$ cat config.mk
export PLATFORM = sky130hd
export DESIGN_NAME = nonce_uart_packer_flat
export DESIGN_NICKNAME = d
export VERILOG_FILES = /design/src/rtl/nonce_uart_packer_pkg.sv /design/src/rtl/nonce_uart_packer_if.sv /design/src/rtl/nonce_uart_packer_sync_fifo.sv /design/src/rtl/nonce_uart_packer.sv /design/src/flat_wrapper.sv
export SDC_FILE = /design/constraint.sdc
export NUM_CORES = 1
export LEC_CHECK = 0
export BUFFER_PORTS_ARGS = -buffer_cell sky130_fd_sc_hd__buf_2
export CORE_MARGIN = 1.5
export CORE_UTILIZATION = 45
export CTS_CLUSTER_DIAMETER = 100
export DETAILED_ROUTE_END_ITERATION = 10
export PLACE_DENSITY = 0.66
export SLEW_MARGIN = 20
export SYNTH_ARGS = -nofsm -noshare
export SYNTH_HDL_FRONTEND = slang
export SYNTH_SLANG_ARGS = --single-unit
$ cat constraint.sdc
create_clock -name clk -period 2.9 [get_ports clk]
set_input_delay 0.58 -clock clk [delete_from_list [all_inputs] [get_ports clk]]
set_output_delay 0.58 -clock clk [all_outputs]
set_load 0.02 [all_outputs]
$ cat src/rtl/nonce_uart_packer_pkg.sv
`default_nettype none
// ============================================================================
//  Module   : nonce_uart_packer_pkg
//  Purpose  : Shared constants and FSM encoding for the nonce-to-UART packer.
//             NONCE_W must equal the miner's result-word width.
//  Revision : 1.0  initial release
// ============================================================================
package nonce_uart_packer_pkg;

  // One golden nonce is four bytes on the line
  localparam int NONCE_W            = 32;
  localparam int BYTE_W             = 8;
  localparam int NONCE_BYTES        = NONCE_W / BYTE_W;
  localparam int DEFAULT_DEPTH_LOG2 = 2;

  // Index of the byte currently being handed to the transmitter
  localparam int                    BYTE_IDX_W    = 2;
  localparam logic [BYTE_IDX_W-1:0] BYTE_IDX_ONE  = BYTE_IDX_W'(1);
  localparam logic [BYTE_IDX_W-1:0] LAST_BYTE_IDX = BYTE_IDX_W'(NONCE_BYTES - 1);

  // Serialiser FSM encoding
  typedef enum logic [0:0] {
    ST_IDLE = 1'b0,
    ST_SEND = 1'b1
  } state_t;

endpackage : nonce_uart_packer_pkg
`default_nettype wire

$ cat src/rtl/nonce_uart_packer_if.sv
`default_nettype none
// ============================================================================
//  Module   : nonce_uart_packer_if
//  Purpose  : Result-word input and transmitter byte handshake of the packer.
//             master = packer side, slave = hashing core / transmitter side.
//  Revision : 1.0  initial release
// ============================================================================
interface nonce_uart_packer_if
  import nonce_uart_packer_pkg::*;
();

  logic               nonce_valid;
  logic [NONCE_W-1:0] nonce;
  logic               tx_ready;
  logic               tx_new_byte;
  logic [BYTE_W-1:0]  tx_byte;

  modport master (
    input  nonce_valid,
    input  nonce,
    input  tx_ready,
    output tx_new_byte,
    output tx_byte
  );

  modport slave (
    output nonce_valid,
    output nonce,
    output tx_ready,
    input  tx_new_byte,
    input  tx_byte
  );

endinterface : nonce_uart_packer_if
`default_nettype wire

$ cat src/rtl/nonce_uart_packer_sync_fifo.sv
`default_nettype none
// ============================================================================
//  Module   : sync_fifo
//  Purpose  : Single-clock FIFO of 2**DEPTH_LOG2 words. A push while full is
//             accepted only when a pop happens in the same cycle; otherwise it
//             is ignored (the caller flags the loss).
//  Revision : 1.0  initial release
// ============================================================================
module sync_fifo #(
  parameter int DEPTH_LOG2 = 2,
  parameter int WIDTH      = 32
) (
  input  logic                  clk,
  input  logic                  rst_n,
  input  logic                  push,
  input  logic                  pop,
  input  logic [WIDTH-1:0]      wr_data,
  output logic [WIDTH-1:0]      rd_data,
  output logic                  full,
  output logic                  empty,
  output logic [DEPTH_LOG2:0]   count
);

  localparam int                    DEPTH     = 1 << DEPTH_LOG2;
  localparam logic [DEPTH_LOG2:0]   DEPTH_CNT = {1'b1, {DEPTH_LOG2{1'b0}}};
  localparam logic [DEPTH_LOG2:0]   CNT_ONE   = {{DEPTH_LOG2{1'b0}}, 1'b1};
  localparam logic [DEPTH_LOG2-1:0] PTR_ONE   = {{(DEPTH_LOG2-1){1'b0}}, 1'b1};

  logic [WIDTH-1:0]      mem_q [DEPTH];
  logic [WIDTH-1:0]      mem_d [DEPTH];
  logic [DEPTH_LOG2-1:0] wr_ptr_q, wr_ptr_d;
  logic [DEPTH_LOG2-1:0] rd_ptr_q, rd_ptr_d;
  logic [DEPTH_LOG2:0]   count_q, count_d;
  logic                  do_push;
  logic                  do_pop;

  assign full    = (count_q == DEPTH_CNT);
  assign empty   = (count_q == '0);
  assign count   = count_q;
  assign rd_data = mem_q[rd_ptr_q];

  // When full, the slot being written is the head being popped this cycle;
  // the old head is read before the write lands, so the overwrite is safe.
  assign do_pop  = pop && !empty;
  assign do_push = push && (!full || do_pop);

  // Next-state for storage, pointers and occupancy
  always_comb begin
    mem_d    = mem_q;
    wr_ptr_d = wr_ptr_q;
    rd_ptr_d = rd_ptr_q;
    count_d  = count_q;
    if (do_push) begin
      mem_d[wr_ptr_q] = wr_data;
      wr_ptr_d        = wr_ptr_q + PTR_ONE;
    end
    if (do_pop) begin
      rd_ptr_d = rd_ptr_q + PTR_ONE;
    end
    case ({do_push, do_pop})
      2'b10:   count_d = count_q + CNT_ONE;
      2'b01:   count_d = count_q - CNT_ONE;
      default: count_d = count_q;
    endcase
  end

  // FIFO state registers
  always_ff @(posedge clk or negedge rst_n) begin
    if (!rst_n) begin
      mem_q    <= '{default: '0};
      wr_ptr_q <= '0;
      rd_ptr_q <= '0;
      count_q  <= '0;
    end else begin
      mem_q    <= mem_d;
      wr_ptr_q <= wr_ptr_d;
      rd_ptr_q <= rd_ptr_d;
      count_q  <= count_d;
    end
  end

endmodule : sync_fifo
`default_nettype wire

$ cat src/rtl/nonce_uart_packer.sv
`default_nettype none
// ============================================================================
//  Module   : nonce_uart_packer
//  Purpose  : Buffers golden nonces and serialises each one as four bytes,
//             MSB first, onto the UART transmitter's byte handshake.
//  Revision : 1.0  initial release
// ============================================================================
module nonce_uart_packer
  import nonce_uart_packer_pkg::*;
#(
  parameter int DEPTH_LOG2 = DEFAULT_DEPTH_LOG2,
  parameter int WORD_W     = NONCE_W
) (
  input  logic                 clk,
  input  logic                 rst_n,
  nonce_uart_packer_if.master  bus,
  output logic [DEPTH_LOG2:0]  fifo_count,
  output logic                 overflow,
  output logic                 busy
);

  state_t                  state_q, state_d;
  logic [WORD_W-1:0]       shift_q, shift_d;
  logic [BYTE_IDX_W-1:0]   byte_idx_q, byte_idx_d;
  logic                    tx_new_byte_q, tx_new_byte_d;
  logic [BYTE_W-1:0]       tx_byte_q, tx_byte_d;
  logic                    overflow_q, overflow_d;

  logic                    fifo_pop;
  logic                    fifo_full;
  logic                    fifo_empty;
  logic [WORD_W-1:0]       fifo_rd_data;

  // The FSM takes the next word only from IDLE, one cycle after a word ends
  assign fifo_pop = (state_q == ST_IDLE) && !fifo_empty;

  sync_fifo #(
    .DEPTH_LOG2 (DEPTH_LOG2),
    .WIDTH      (WORD_W)
  ) u_fifo (
    .clk     (clk),
    .rst_n   (rst_n),
    .push    (bus.nonce_valid),
    .pop     (fifo_pop),
    .wr_data (bus.nonce),
    .rd_data (fifo_rd_data),
    .full    (fifo_full),
    .empty   (fifo_empty),
    .count   (fifo_count)
  );

  // Next-state, shifter and byte-strobe logic
  always_comb begin
    state_d       = state_q;
    shift_d       = shift_q;
    byte_idx_d    = byte_idx_q;
    tx_new_byte_d = 1'b0;
    tx_byte_d     = tx_byte_q;
    overflow_d    = overflow_q | (bus.nonce_valid & fifo_full & ~fifo_pop);
    case (state_q)
      ST_IDLE: begin
        if (fifo_pop) begin
          shift_d    = fifo_rd_data;
          byte_idx_d = '0;
          state_d    = ST_SEND;
        end
      end
      ST_SEND: begin
        // Gating on our own strobe keeps pulses at least one cycle apart even
        // if the transmitter is slow to drop tx_ready.
        if (bus.tx_ready && !tx_new_byte_q) begin
          tx_new_byte_d = 1'b1;
          tx_byte_d     = shift_q[WORD_W-1 -: BYTE_W];
          shift_d       = {shift_q[WORD_W-BYTE_W-1:0], {BYTE_W{1'b0}}};
          byte_idx_d    = byte_idx_q + BYTE_IDX_ONE;
          if (byte_idx_q == LAST_BYTE_IDX) begin
            state_d = ST_IDLE;
          end
        end
      end
      default: state_d = ST_IDLE;
    endcase
  end

  // Serialiser state registers
  always_ff @(posedge clk or negedge rst_n) begin
    if (!rst_n) begin
      state_q       <= ST_IDLE;
      shift_q       <= '0;
      byte_idx_q    <= '0;
      tx_new_byte_q <= 1'b0;
      tx_byte_q     <= '0;
      overflow_q    <= 1'b0;
    end else begin
      state_q       <= state_d;
      shift_q       <= shift_d;
      byte_idx_q    <= byte_idx_d;
      tx_new_byte_q <= tx_new_byte_d;
      tx_byte_q     <= tx_byte_d;
      overflow_q    <= overflow_d;
    end
  end

  assign bus.tx_new_byte = tx_new_byte_q;
  assign bus.tx_byte     = tx_byte_q;
  assign overflow        = overflow_q;
  assign busy            = !fifo_empty || (state_q != ST_IDLE);

endmodule : nonce_uart_packer
`default_nettype wire

$ cat src/flat_wrapper.sv
// flat-port wrapper written by rule: the top's interface ports become plain ports
module nonce_uart_packer_flat import nonce_uart_packer_pkg::*;
#(
  parameter int DEPTH_LOG2 = DEFAULT_DEPTH_LOG2,
  parameter int WORD_W     = NONCE_W
)
  (clk, rst_n, fifo_count, overflow, busy, bus_nonce_valid, bus_nonce, bus_tx_ready, bus_tx_new_byte, bus_tx_byte);
  nonce_uart_packer_if bus_i ();
  input  logic clk;
  input  logic rst_n;
  output logic [DEPTH_LOG2:0] fifo_count;
  output logic overflow;
  output logic busy;
  input wire logic [$bits(bus_i.nonce_valid)-1:0] bus_nonce_valid;
  input wire logic [$bits(bus_i.nonce)-1:0] bus_nonce;
  input wire logic [$bits(bus_i.tx_ready)-1:0] bus_tx_ready;
  output wire logic [$bits(bus_i.tx_new_byte)-1:0] bus_tx_new_byte;
  output wire logic [$bits(bus_i.tx_byte)-1:0] bus_tx_byte;
  assign bus_i.nonce_valid = bus_nonce_valid;
  assign bus_i.nonce = bus_nonce;
  assign bus_i.tx_ready = bus_tx_ready;
  assign bus_tx_new_byte = bus_i.tx_new_byte;
  assign bus_tx_byte = bus_i.tx_byte;
  nonce_uart_packer #(.DEPTH_LOG2(DEPTH_LOG2), .WORD_W(WORD_W)) u_core (.clk(clk), .rst_n(rst_n), .bus(bus_i), .fifo_count(fifo_count), .overflow(overflow), .busy(busy));
endmodule
==> qor.yml <==
finish:
  nFillCells: 1542
  area_growth_syn_to_layout_pct: 11.29
  drive_above_1_share: 0.3801
  antenna_cells: 0
  design_area_um2: 9124
  multi_input_area_um2: 3333
  final-seq-area_um2: 4506
  final_common_cell: "dfrtp_1"
  mostFrequentLayoutCells: "dfrtp_1, mux2_2, mux2i_1"
  nets: 643
detailed_routing:
  drc: 0
  ant_nets: 0
  viasPerCell: 5.643
  drtPass1Iterations: 4
  wl_per_cell_um: 19.57
  wl_um: 16480
  drt-initial-drc-count: 227
  vias: 4751
grt:
  grt_usage: 0.1888
  gr-total-overflow: 0
  grt_pass1_vias: 5237
  antenna_found_initial: 0
  grt_pass1_wl_um: 27120
  grt_max_degree: 83
timing:
  finalHoldViolCount: 0
  period_minus_slack_ns: 2.030
  holdWs_ns: 0.2025
  rsz0062_at_grt: "false"
  worstMarginPinSlew_ns: 0.7778
  finalCritPeriodShare: 0.6999
  finClkSkew_ns: 0.007051
  timing.slew.headroom: 0.4814
  fmax_ghz: 0.4927
  setup_viol: 0
  setup_tns_ns: 0
  maxSlewViolCount: 0
cts:
  path_clk_slew_ns: 0.06
  cts_hold_buf: 0
  numCtsBuffers: 17
  clockRootBuffer: "clkbuf_16"
  clockBufferDepth: 2
  postCtsSetupBuffers: 0
  htreeDepth: 4
  clock-sinks: 180
  insertion_delay_ns: 0.42
  postCtsResizedCells: 0
  cts_tree: "yes"
floorplanning:
  die-area_um2: 19040
  die_w_um: 138.0
  die_h_um: 138.0
  initial_core_util: 0.4579
  core_area_um2: 17900
  fp-row-count: 49
  io_pins: 50
worst_hold_path:
  min_path_type: "in -> async"
synth:
  synth_cells: 567
  synth_nets: 609
  seq_area_frac_synth: 0.5495
  ys_warn_count: 0
  ys_seq_elements: 180
  netlist_area_um2: 8198
  avgSynthCellArea_um2: 14.46
  ys_types: 42
critical_path:
  crit_type: "reg -> out"
  cp-end-kind: "primary output"
  start_kind: "register"
  startpoint: "u_core.u_fifo.count[1]"
  slowest_delay_ns: 0.47
  cp_slowest_cell: "dfrtp_1"
  crit_chain: "nor2_1, nand2_1, buf_2"
  worst_ep_required_time_ns: 2.32
  cp.arrival_ns: 1.45
  r2r_start: "u_core.u_fifo.count[2]"
  path_max_fanout: 7
placement:
  dp_hpwl_um: 10250
  port_buffers: 49
  dpl-instance-area_um2: 8538
  gp_congestion: 0.7566
pwr:
  peakVddDrop_v: 0.0004881
  power.density_nw_per_um2: 1141
  leakage_nw: 4.020
outcome:
  status: "complete, no violations"
run:
  drv_cap: 0
-- cell usage after synthesis, drive strengths merged --
| cell | n | area (um2) |
|---|---|---|
| mux2 | 137 | 1543 |
| o22ai | 25 | 156.4 |
| dfrtp | 180 | 4504 |
| and2 | 1 | 6.260 |
| a22oi | 1 | 7.510 |
| mux2i | 49 | 490.5 |
| nor2 | 2 | 7.510 |
| nand3b | 3 | 26.27 |
| inv | 15 | 56.30 |
| or3 | 1 | 6.260 |
| o2111ai | 2 | 17.52 |
| o21ai | 10 | 53.80 |
| fa | 1 | 20.02 |
| nor3 | 1 | 10.01 |
| a221oi | 1 | 8.760 |
| o22a | 24 | 210.2 |
| o211ai | 8 | 60.06 |
| a21oi | 1 | 5.000 |
| a41o | 1 | 10.01 |
| a2bb2oi | 24 | 210.2 |
| nand4bb | 1 | 27.53 |
| ha | 5 | 62.56 |
| or2 | 2 | 12.52 |
| xor2 | 2 | 17.52 |
| buf | 33 | 275.3 |
| mux4 | 8 | 180.2 |
| xnor2 | 3 | 26.28 |
| a21boi | 2 | 15.01 |
| a22o | 1 | 8.760 |
| nand2 | 3 | 11.26 |
| clkbuf | 11 | 42.54 |
| nand3 | 4 | 70.07 |
| nand2b | 2 | 12.51 |
| o41a | 1 | 11.26 |
| nor3b | 2 | 15.01 |
-- where the power goes --
part           internal [mW]  switching (mW)
clock network           1.33           0.918
registers               3.77           0.782
logic                   2.02            1.59
total                   7.12            3.29
-- area by class of cell --
cell class | count | area share
Inverter | 15 | 0.006171
Clock buffer | 22 | 0.05197
Clock inverter | 9 | 0.01138
Timing Repair Buffer | 59 | 0.03991
Tap cell | 229 | 0.03140
Multi-Input combinational cell | 328 | 0.3653
Sequential cell | 180 | 0.4938
-- logic make-up after synthesis --
| group | Yosys count | synth area share |
|---|---|---|
| DFF | 180 | 0.5495 |
| muxes | 194 | 0.2700 |
| and+or+nand+nor | 22 | 0.02503 |
| buffers and inverters | 59 | 0.04563 |
| adders and majority gates | 6 | 0.01007 |
| AOI/OAI and AO/OA | 101 | 0.09447 |
| xor gates and xnor gates | 5 | 0.005343 |
-- sequential cells by signal, indices dropped and copies added (netlist names) --
register                cells
u_core.u_fifo.wr_ptr_q      2
u_core.shift_q             32
u_core.byte_idx_q           2
u_core.u_fifo.mem_q       128
u_core.u_fifo.rd_ptr_q      2
u_core.state_q              1
u_core.u_fifo.count         3
u_core.bus.tx_new_byte      1
u_core.bus.tx_byte          8
u_core.overflow             1
-- worst max-delay path: cells and delay by family (launching register included) --
family | cells | cell delay [ns]
AND/OR/NAND/NOR | 2 | 0.38
buffers and inverters | 1 | 0.18
flip-flops | 1 | 0.47
-- stage by stage --
step / util / power [mW] / setup WS, ns / std cells
after global placement: 0.4769 / 8.008 / 0.7675 / 811
after global routing: 0.5096 / 11.06 / 0.6923 / 842
after CTS: 0.5092 / 10.53 / 0.8293 / 842
after detailed placement: 0.4769 / 8.254 / 0.7181 / 811
final: 0.5096 / 10.41 / 0.8702 / 842
after floorplan: - / 7.424 / 0.7304 / 567
-- metal layers --
metal / global-route usage / vias to the layer above / part of all wire
li1: - / 2185 / -
met1: 0.2420 / 2494 / 0.45
met2: 0.3248 / 54 / 0.51
met3: 0.03216 / 18 / 0.019
met4: 0.06308 / 0 / 0.013
met5: 0 / - / 0
-- path summary, 6_finish.rpt --
path	cells past startpoint	slack, ns	to
setup / recovery	3	0.87	busy
hold / removal	1	0.20	u_core.u_fifo.mem_q[13]
setup reg to reg	6	0.90	u_core.u_fifo.count[2]
hold reg to reg	1	0.47	u_core.overflow
max in group asynchronous	2	1.91	u_core.bus.tx_new_byte
min in group clk	2	0.41	u_core.u_fifo.mem_q[58]
Note: power is estimated with default switching activity, not from simulation.
